`config.mk`:
```
export PLATFORM = sky130hd
export DESIGN_NAME = cfu_cmd_issuer
export DESIGN_NICKNAME = d
export VERILOG_FILES = /design/src/rtl/cfu_cmd_issuer.sv
export SDC_FILE = /design/constraint.sdc
export NUM_CORES = 1
export LEC_CHECK = 0
export ABC_AREA = 1
export CAP_MARGIN = 10
export CORE_MARGIN = 2
export CORE_UTILIZATION = 30
export CTS_BUF_LIST = sky130_fd_sc_hd__clkbuf_4 sky130_fd_sc_hd__clkbuf_8
export CTS_CLUSTER_SIZE = 30
export DETAILED_ROUTE_END_ITERATION = 16
export PLACE_DENSITY_LB_ADDON = 0.3
export SKIP_LAST_GASP = 1
export SLEW_MARGIN = 20
export SYNTH_ARGS = -nofsm -noshare
export SYNTH_HDL_FRONTEND = slang
export SYNTH_SLANG_ARGS = --single-unit
```
`constraint.sdc`:
```
create_clock -name clk -period 16.7 [get_ports clk]
set_input_delay 2.505 -clock clk [delete_from_list [all_inputs] [get_ports clk]]
set_output_delay 2.505 -clock clk [all_outputs]
set_load 0.01 [all_outputs]
```
`src/rtl/cfu_cmd_issuer.sv`:
```
// cfu_cmd_issuer: initiator end of the CFU cmd/rsp protocol.
// Host commands are buffered in a command FIFO. Each command is issued to the CFU
// one at a time, and its 32-bit response is buffered in a result FIFO.
// A result slot is reserved before a command is issued, so a response is never dropped.
// Optional response watchdog with DRAIN state: define CFU_CMD_ISSUER_TIMEOUT_EN.
//
// Handshakes: a transfer happens on a rising clk edge where valid && ready are both 1.
// A valid signal holds its payload stable until that edge.
module cfu_cmd_issuer #(
   parameter int CMD_DEPTH      = 4,
   parameter int RSP_DEPTH      = 4,
   parameter int TIMEOUT_CYCLES = 256
) (
   input  logic        clk,
   input  logic        reset,
   input  logic        in_valid,
   output logic        in_ready,
   input  logic [9:0]  in_function_id,
   input  logic [31:0] in_op0,
   input  logic [31:0] in_op1,
   output logic        out_valid,
   input  logic        out_ready,
   output logic [31:0] out_data,
   output logic [9:0]  out_function_id,
   output logic        out_error,
   output logic        cmd_valid,
   input  logic        cmd_ready,
   output logic [9:0]  cmd_payload_function_id,
   output logic [31:0] cmd_payload_inputs_0,
   output logic [31:0] cmd_payload_inputs_1,
   input  logic        rsp_valid,
   output logic        rsp_ready,
   input  logic [31:0] rsp_payload_outputs_0,
   output logic        busy,
   output logic [15:0] done_count,
   output logic [1:0]  dbg_state
);

   localparam int CAW = $clog2(CMD_DEPTH);
   localparam int RAW = $clog2(RSP_DEPTH);
   localparam int CW  = 74;
`ifdef CFU_CMD_ISSUER_TIMEOUT_EN
   localparam int RW  = 43;
   localparam int WW  = $clog2(TIMEOUT_CYCLES + 1);
   localparam logic [WW-1:0] WD_LAST = WW'(TIMEOUT_CYCLES - 1);
   localparam logic [1:0] S_DRAIN = 2'd3;
`else
   localparam int RW  = 42;
`endif
   localparam logic [CAW:0] CMD_FULL = (CAW + 1)'(CMD_DEPTH);
   localparam logic [RAW:0] RSP_FULL = (RAW + 1)'(RSP_DEPTH);

   localparam logic [1:0] S_IDLE     = 2'd0;
   localparam logic [1:0] S_ISSUE    = 2'd1;
   localparam logic [1:0] S_WAIT_RSP = 2'd2;

   // Reject illegal depths or watchdog limits at elaboration time
   if (CMD_DEPTH < 2 || (CMD_DEPTH & (CMD_DEPTH - 1)) != 0 ||
       RSP_DEPTH < 2 || (RSP_DEPTH & (RSP_DEPTH - 1)) != 0 ||
       TIMEOUT_CYCLES < 1) begin : g_bad_params
      $error("cfu_cmd_issuer: illegal parameter values");
   end

   logic [CW-1:0]  cmd_mem_q [CMD_DEPTH];
   logic [CAW-1:0] cmd_wr_q, cmd_wr_d, cmd_rd_q, cmd_rd_d;
   logic [CAW:0]   cmd_cnt_q, cmd_cnt_d;
   logic [RW-1:0]  rsp_mem_q [RSP_DEPTH];
   logic [RAW-1:0] rsp_wr_q, rsp_wr_d, rsp_rd_q, rsp_rd_d;
   logic [RAW:0]   rsp_cnt_q, rsp_cnt_d;
   logic [1:0]     state_q, state_d;
   logic [9:0]     func_q, func_d;
   logic [31:0]    op0_q, op0_d, op1_q, op1_d;
   logic [15:0]    done_q, done_d;
   logic           cmd_push, cmd_pop, rsp_push, rsp_pop;
   logic [31:0]    rsp_data;
   logic [CW-1:0]  cmd_head;
   logic [RW-1:0]  rsp_head, rsp_entry;
`ifdef CFU_CMD_ISSUER_TIMEOUT_EN
   logic [WW-1:0]  wdog_q, wdog_d;
   logic           rsp_err;
`endif

   // Host-facing status, FIFO heads and registered payload outputs
   always_comb begin
      in_ready                = !reset && (cmd_cnt_q != CMD_FULL);
      out_valid               = (rsp_cnt_q != '0);
      cmd_head                = cmd_mem_q[cmd_rd_q];
      rsp_head                = rsp_mem_q[rsp_rd_q];
      out_data                = rsp_head[31:0];
      out_function_id         = rsp_head[41:32];
`ifdef CFU_CMD_ISSUER_TIMEOUT_EN
      out_error               = rsp_head[42];
      rsp_entry               = {rsp_err, func_q, rsp_data};
`else
      out_error               = 1'b0;
      rsp_entry               = {func_q, rsp_data};
`endif
      cmd_payload_function_id = func_q;
      cmd_payload_inputs_0    = op0_q;
      cmd_payload_inputs_1    = op1_q;
      busy                    = (state_q != S_IDLE) || (cmd_cnt_q != '0);
      done_count              = done_q;
      dbg_state               = state_q;
   end

   // FIFO pointer and occupancy bookkeeping
   always_comb begin
      cmd_push  = in_valid && in_ready;
      rsp_pop   = out_valid && out_ready;
      cmd_wr_d  = cmd_wr_q + CAW'(cmd_push);
      cmd_rd_d  = cmd_rd_q + CAW'(cmd_pop);
      cmd_cnt_d = cmd_cnt_q + (CAW + 1)'(cmd_push) - (CAW + 1)'(cmd_pop);
      rsp_wr_d  = rsp_wr_q + RAW'(rsp_push);
      rsp_rd_d  = rsp_rd_q + RAW'(rsp_pop);
      rsp_cnt_d = rsp_cnt_q + (RAW + 1)'(rsp_push) - (RAW + 1)'(rsp_pop);
   end

   // Issue FSM: IDLE claims a result slot, ISSUE offers the command, WAIT_RSP collects
   always_comb begin
      state_d   = state_q;
      func_d    = func_q;
      op0_d     = op0_q;
      op1_d     = op1_q;
      done_d    = done_q;
      cmd_pop   = 1'b0;
      rsp_push  = 1'b0;
      rsp_data  = rsp_payload_outputs_0;
      cmd_valid = 1'b0;
      rsp_ready = 1'b0;
`ifdef CFU_CMD_ISSUER_TIMEOUT_EN
      wdog_d    = wdog_q;
      rsp_err   = 1'b0;
`endif
      case (state_q)
         S_IDLE: begin
            // rsp_cnt_q is the pre-pop occupancy, so a same-cycle pop does not help yet
            if (cmd_cnt_q != '0 && rsp_cnt_q != RSP_FULL) begin
               cmd_pop = 1'b1;
               func_d  = cmd_head[73:64];
               op0_d   = cmd_head[63:32];
               op1_d   = cmd_head[31:0];
               state_d = S_ISSUE;
            end
         end
         S_ISSUE: begin
            cmd_valid = 1'b1;
            rsp_ready = cmd_ready;
            if (cmd_ready) begin
               if (rsp_valid) begin
                  rsp_push = 1'b1;
                  done_d   = done_q + 16'd1;
                  state_d  = S_IDLE;
               end else begin
                  state_d  = S_WAIT_RSP;
`ifdef CFU_CMD_ISSUER_TIMEOUT_EN
                  wdog_d   = '0;
`endif
               end
            end
         end
         S_WAIT_RSP: begin
            rsp_ready = 1'b1;
            if (rsp_valid) begin
               rsp_push = 1'b1;
               done_d   = done_q + 16'd1;
               state_d  = S_IDLE;
            end
`ifdef CFU_CMD_ISSUER_TIMEOUT_EN
            else if (wdog_q == WD_LAST) begin
               rsp_push = 1'b1;
               rsp_err  = 1'b1;
               rsp_data = 32'h0;
               done_d   = done_q + 16'd1;
               state_d  = S_DRAIN;
            end else begin
               wdog_d   = wdog_q + WW'(1);
            end
`endif
         end
`ifdef CFU_CMD_ISSUER_TIMEOUT_EN
         S_DRAIN: begin
            // Swallow exactly one late response from the timed-out command
            rsp_ready = 1'b1;
            if (rsp_valid) state_d = S_IDLE;
         end
`endif
         default: state_d = S_IDLE;
      endcase
   end

   // FIFO storage; validity is tracked by the reset pointers, so no reset here
   always_ff @(posedge clk) begin
      if (cmd_push) cmd_mem_q[cmd_wr_q] <= {in_function_id, in_op0, in_op1};
      if (rsp_push) rsp_mem_q[rsp_wr_q] <= rsp_entry;
   end

   // State registers; reset discards the in-flight command and all buffered entries
   always_ff @(posedge clk or posedge reset) begin
      if (reset) begin
         cmd_wr_q  <= '0;
         cmd_rd_q  <= '0;
         cmd_cnt_q <= '0;
         rsp_wr_q  <= '0;
         rsp_rd_q  <= '0;
         rsp_cnt_q <= '0;
         state_q   <= S_IDLE;
         func_q    <= '0;
         op0_q     <= '0;
         op1_q     <= '0;
         done_q    <= '0;
`ifdef CFU_CMD_ISSUER_TIMEOUT_EN
         wdog_q    <= '0;
`endif
      end else begin
         cmd_wr_q  <= cmd_wr_d;
         cmd_rd_q  <= cmd_rd_d;
         cmd_cnt_q <= cmd_cnt_d;
         rsp_wr_q  <= rsp_wr_d;
         rsp_rd_q  <= rsp_rd_d;
         rsp_cnt_q <= rsp_cnt_d;
         state_q   <= state_d;
         func_q    <= func_d;
         op0_q     <= op0_d;
         op1_q     <= op1_d;
         done_q    <= done_d;
`ifdef CFU_CMD_ISSUER_TIMEOUT_EN
         wdog_q    <= wdog_d;
`endif
      end
   end

endmodule
```
-- After elaboration in Yosys (flattened, before gate mapping)
Memory sizes are Yosys's and may differ from the RTL's. A register that Yosys moved wholly into a read port is not among the register bits.
Index checks and enable logic that the tools add are counted.
- bits in registers: 32
- bits in writable memories: 464
- input port bits: 112
- output and inout port bits: 140
- memories kept: 2
- add/sub/neg operators: 9
- equal/unequal tests: 7
- multiplexer cells: 19
- reductions and logical operators: 14
- memories (name ; depth ; width ; rd ports ; clocked after memory_dff ; wr ports ; line ; text):
    cmd_mem_q ; 4 ; 74 ; 1 ; 1 ; 1 ; 64 ; logic [CW-1:0] cmd_mem_q [CMD_DEPTH];
    rsp_mem_q ; 4 ; 42 ; 1 ; 0 ; 1 ; 67 ; logic [RW-1:0] rsp_mem_q [RSP_DEPTH];
- operators by type and width (cell ; number):
    16-bit 2-to-1 mux ; 2
    16-bit case mux with 2 select lines ; 1
    16-bit by 1-bit adder with 16-bit output (second input constant) ; 1
    1-bit 2-to-1 mux ; 9
    2-bit by 1-bit adder with 2-bit output ; 4
    2-bit 2-to-1 mux ; 4
    3-bit by 1-bit adder with 3-bit output ; 2
    2-bit inequality test (second input constant) ; 3
    3-bit inequality test (second input constant) ; 2
    2-bit case mux with 3 select lines ; 1
    3-bit nonzero test ; 2
    3-bit by 1-bit subtractor with 3-bit output ; 2
    1-bit logical AND ; 4
    1-bit case mux with 2 select lines ; 2
    2-bit AND reduction ; 2
    2-bit nonzero test ; 2
    3-bit AND reduction ; 1
    2-bit by 1-bit == test with 1-bit output (second input constant) ; 1
    2-bit == test (second input constant) ; 1
    2-bit logical NOT ; 1
    1-bit logical NOT ; 1
    1-bit logical OR ; 1

-- Depth between registers and ports, before layout
- depth after elaboration: 5
- mapped depth: 13
- gate-level depth less buffers: 12

-- Worst setup path before layout
OpenSTA, ideal clock, no wires.
- kind: input to register
- start point: input port reset
- end point: memory cmd_mem_q[0][0], enable pin
- library setup time: 0.597 ns
- arrival time: 8.021 ns
- path slack: 8.082 ns
- stages on the path: 3
- buffers on the path: 0
- path through: a31oi_1 -> nand2_1 -> nor3_1
- word-level cells in the longest chain between the ends: 5
- RTL lines (what ; line ; text):
    start, declared ; 15 ; input logic reset,
    1-bit logical NOT (no line) ; -- ;
    1-bit logical AND ; 85 ; in_ready = !reset && (cmd_cnt_q != CMD_FULL);
    1-bit logical AND ; 108 ; cmd_push = in_valid && in_ready;
    1-bit 2-to-1 mux ; 193 ; if (cmd_push) cmd_mem_q[cmd_wr_q] <= {in_function_id, in_op0, in_op1};
    1-bit 2-to-1 mux (not written as such) ; 193 ;
    end, declared ; 64 ;
No other way between the ends.

-- Worst setup path in the final report
- start point: input port cmd_ready
- end point: output port rsp_ready
- word-level cells in the longest chain between the ends: 1
- RTL lines (what ; line ; text):
    start, declared ; 27 ; input logic cmd_ready,
    1-bit case mux with 2 select lines ; 134 ; case (state_q)
    end, declared ; 32 ; output logic rsp_ready,
No other way between the ends.

==> metrics <==
via/cell ratio 4.679; TNS Setup 0 ns; PwrDens 180.8 nW/um^2; Finished Core Util 38.02%; Die Span X 274.4 um; final hold vios 0; Setup Skew 0.01867 ns; Overflow after GRT 0; fin crit period 6.408 ns; DP Cell Count 2863; # diodes 0; TritonCTS Buffers 101; ANT nets after route 0; outcome finished, final reports clean; fmax 0.1561 GHz; crit path kind primary input to output port; Max FO, Critical Path 2; total track usage 14.76%; hold_sp cmd_cnt_q[0]$_DFF_PP0_; syn avg cell area 12.71 sq um; HPWL Detailed 31010 um; Die Ht 274.4 um; Yosys cell types 33; Initial Utilization 30.18%; Rows 99; IO Pins 252; maxcap violations 0; hold-fix buffers at CTS 0; CTS clk-pin slew, worst paths 0.05 ns; Core Area 72710 sq um; P&R area growth vs syn 25.99%; TritonRoute pass-1 iters 4; commonest non-fill, non-tap cell in the layout edfxtp_1; IO buf count 250; final period utilization 38.37%; htree depth 3; Max stage delay on crit path 0.59 ns; Root Driver clkbuf_8; Max Slew Vio Count 0; worst path cell trace clkdlybuf4s50_1 -> nand2_1 -> a21boi_0 -> clkdlybuf4s50_1; Final setup viols 0; CTS tree done; r2r setup slk 13.25 ns; clock sinks 570; DRT Wirelength 55730 um; CP max stage cell clkdlybuf4s50_1; WL/cell 18.24 um; Hold Path Depth 1; most used cell, CP clkdlybuf4s50_1; Mapped Nets 1852; crit start category primary input; Yosys reg bits 570; GPL Wtd Cong 0.7607; die area 75320 sq um; Worst Tran Pin Value 1.011 ns; Max VDD drop 94.85 uV; mapped cell area 21940 sq um; initial antenna violation count 12; RSZ-0062 raised after global routing false; R2R Path Start dbg_state[0]$_DFFE_PP0P_; Ys Warns 0; Seq/Total Area, Yosys 75.59%; reg2reg end cmd_cnt_q[2]$_DFF_PP0_; WHS 0.5018 ns; worst hold path endpoint cmd_cnt_q[0]$_DFF_PP0_; Max-slew headroom 32.59%; most frequent cells in the layout 464 x edfxtp_1, 321 x nor2_1, 321 x o21ai_0; Leak 9.844 nW; vias in the first global route 14510; clock latency on the worst-skew pair 0.69 ns; final net count 2132; HP Class flip-flop to flip-flop; fraction of layout cells with a size suffix above 1 10.78%; Setup Buffers After CTS 0; first-pass GRT wire length 85130 um; Overall Power 4.999 mW; fin cells 3055; CTS Buffer Depth 3; worst reg2reg path depth 12; number of remaining DRC errors 0; Post-CTS Resized 0; pin count of the biggest net entering global routing 112; Critical Path RT 14.20 ns; DR vias 14300; crit path DAT 3.90 ns; Worst setup EP type output port; Fill cells 6837; post-synthesis cell count 1727; DRT iter0 DRCs 818
==> synth_stat cells (all sizes together) <==
library cell / n / area [sq um]
edfxtp: 464 / 13930
o21ai: 380 / 1902
nor2: 323 / 1217
nand2: 206 / 773.2
dfrtp: 106 / 2653
clkbuf: 55 / 210.2
buf: 44 / 301.5
o22ai: 42 / 262.8
inv: 38 / 142.6
nand3: 14 / 75.07
ha: 11 / 137.6
xor2: 10 / 87.58
nand4: 8 / 50.05
nor3: 8 / 40.04
xnor2: 8 / 70.07
fa: 2 / 40.04
a21boi: 1 / 7.510
a21oi: 1 / 5.000
a31oi: 1 / 6.260
clkinv: 1 / 3.750
conb: 1 / 3.750
nand3b: 1 / 7.510
nor2b: 1 / 6.260
or2: 1 / 6.260
==> per-layer routing <==
metal  GRT usage (%)  vias to the layer above  part of all wire (%)
met4           4.777                       24                   2.1
li1                -                     6705                     -
met2           24.19                      388                    47
met1           18.53                     7065                    44
met3           4.668                      113                   7.5
met5               0                        -                  0.28
==> logic make-up (layout without fill, tap and decap cells) <==
kind of cell,Yosys count,after routing,share of synthesized area (%)
other,1,1,0.01709
AOI/OAI and AO/OA,425,425,9.950
xor gates and xnor gates,18,18,0.7185
buffers and inverters,138,507,2.999
adders and majority gates,13,13,0.8097
DFF,570,570,75.59
and+or+nand+nor,562,562,9.916
==> critical path: cells and delay by family <==
kind                   cells  cell delay, ns
AO/OA/AOI/OAI              1            0.25
buffers and inverters      2            1.08
AND/OR/NAND/NOR            1            0.07
==> report_power, final <==
part,internal (mW),switching (mW),total [mW]
logic,0.630,1.03,1.66
registers,1.79,0.151,1.94
clock network,0.818,0.580,1.40
==> worst max path at each step <==
| stage | slack (ns) | startpoint | depth (start not counted) | end |
|---|---|---|---|---|
| floorplan | 8.08 | reset | 3 | cmd_mem_q[0][0]$_DFFE_PP_ |
| global placement | 10.30 | cmd_ready | 4 | rsp_ready |
| detailed placement | 10.32 | cmd_ready | 4 | rsp_ready |
| CTS | 10.31 | cmd_ready | 4 | rsp_ready |
| global route | 10.20 | cmd_ready | 4 | rsp_ready |
| finish | 10.29 | cmd_ready | 4 | rsp_ready |
==> flip-flops by register name, indices dropped and copies added (netlist names) <==
register                 flops
cmd_mem_q                  296
rsp_mem_q                  168
cmd_payload_inputs_0        32
cmd_payload_inputs_1        32
done_count                  16
cmd_payload_function_id     10
cmd_cnt_q                    3
rsp_cnt_q                    3
cmd_rd_q                     2
cmd_wr_q                     2
dbg_state                    2
rsp_rd_q                     2
rsp_wr_q                     2
==> metrics by stage <==
| step | instance area, sq um | setup WS (ns) |
|---|---|---|
| floorplan | 21940 | 8.082 |
| global placement | 25400 | 10.30 |
| detailed placement | 25400 | 10.32 |
| CTS | 27640 | 10.31 |
| global route | 27650 | 10.20 |
| finish | 27650 | 10.29 |
==> layout make-up <==
type                       count  area [sq um]  share of cell area, %
clock buffer                 155          1889                  6.834
multi-input combinational   1019          4751                  17.18
timing repair buffer         276          2701                  9.771
sequential                   570         16590                  60.03
tap                          959          1200                  4.340
clock inverter                37         355.3                  1.285
inverter                      39         153.9                 0.5567
No activity file was read; power rests on OpenSTA's default activity.
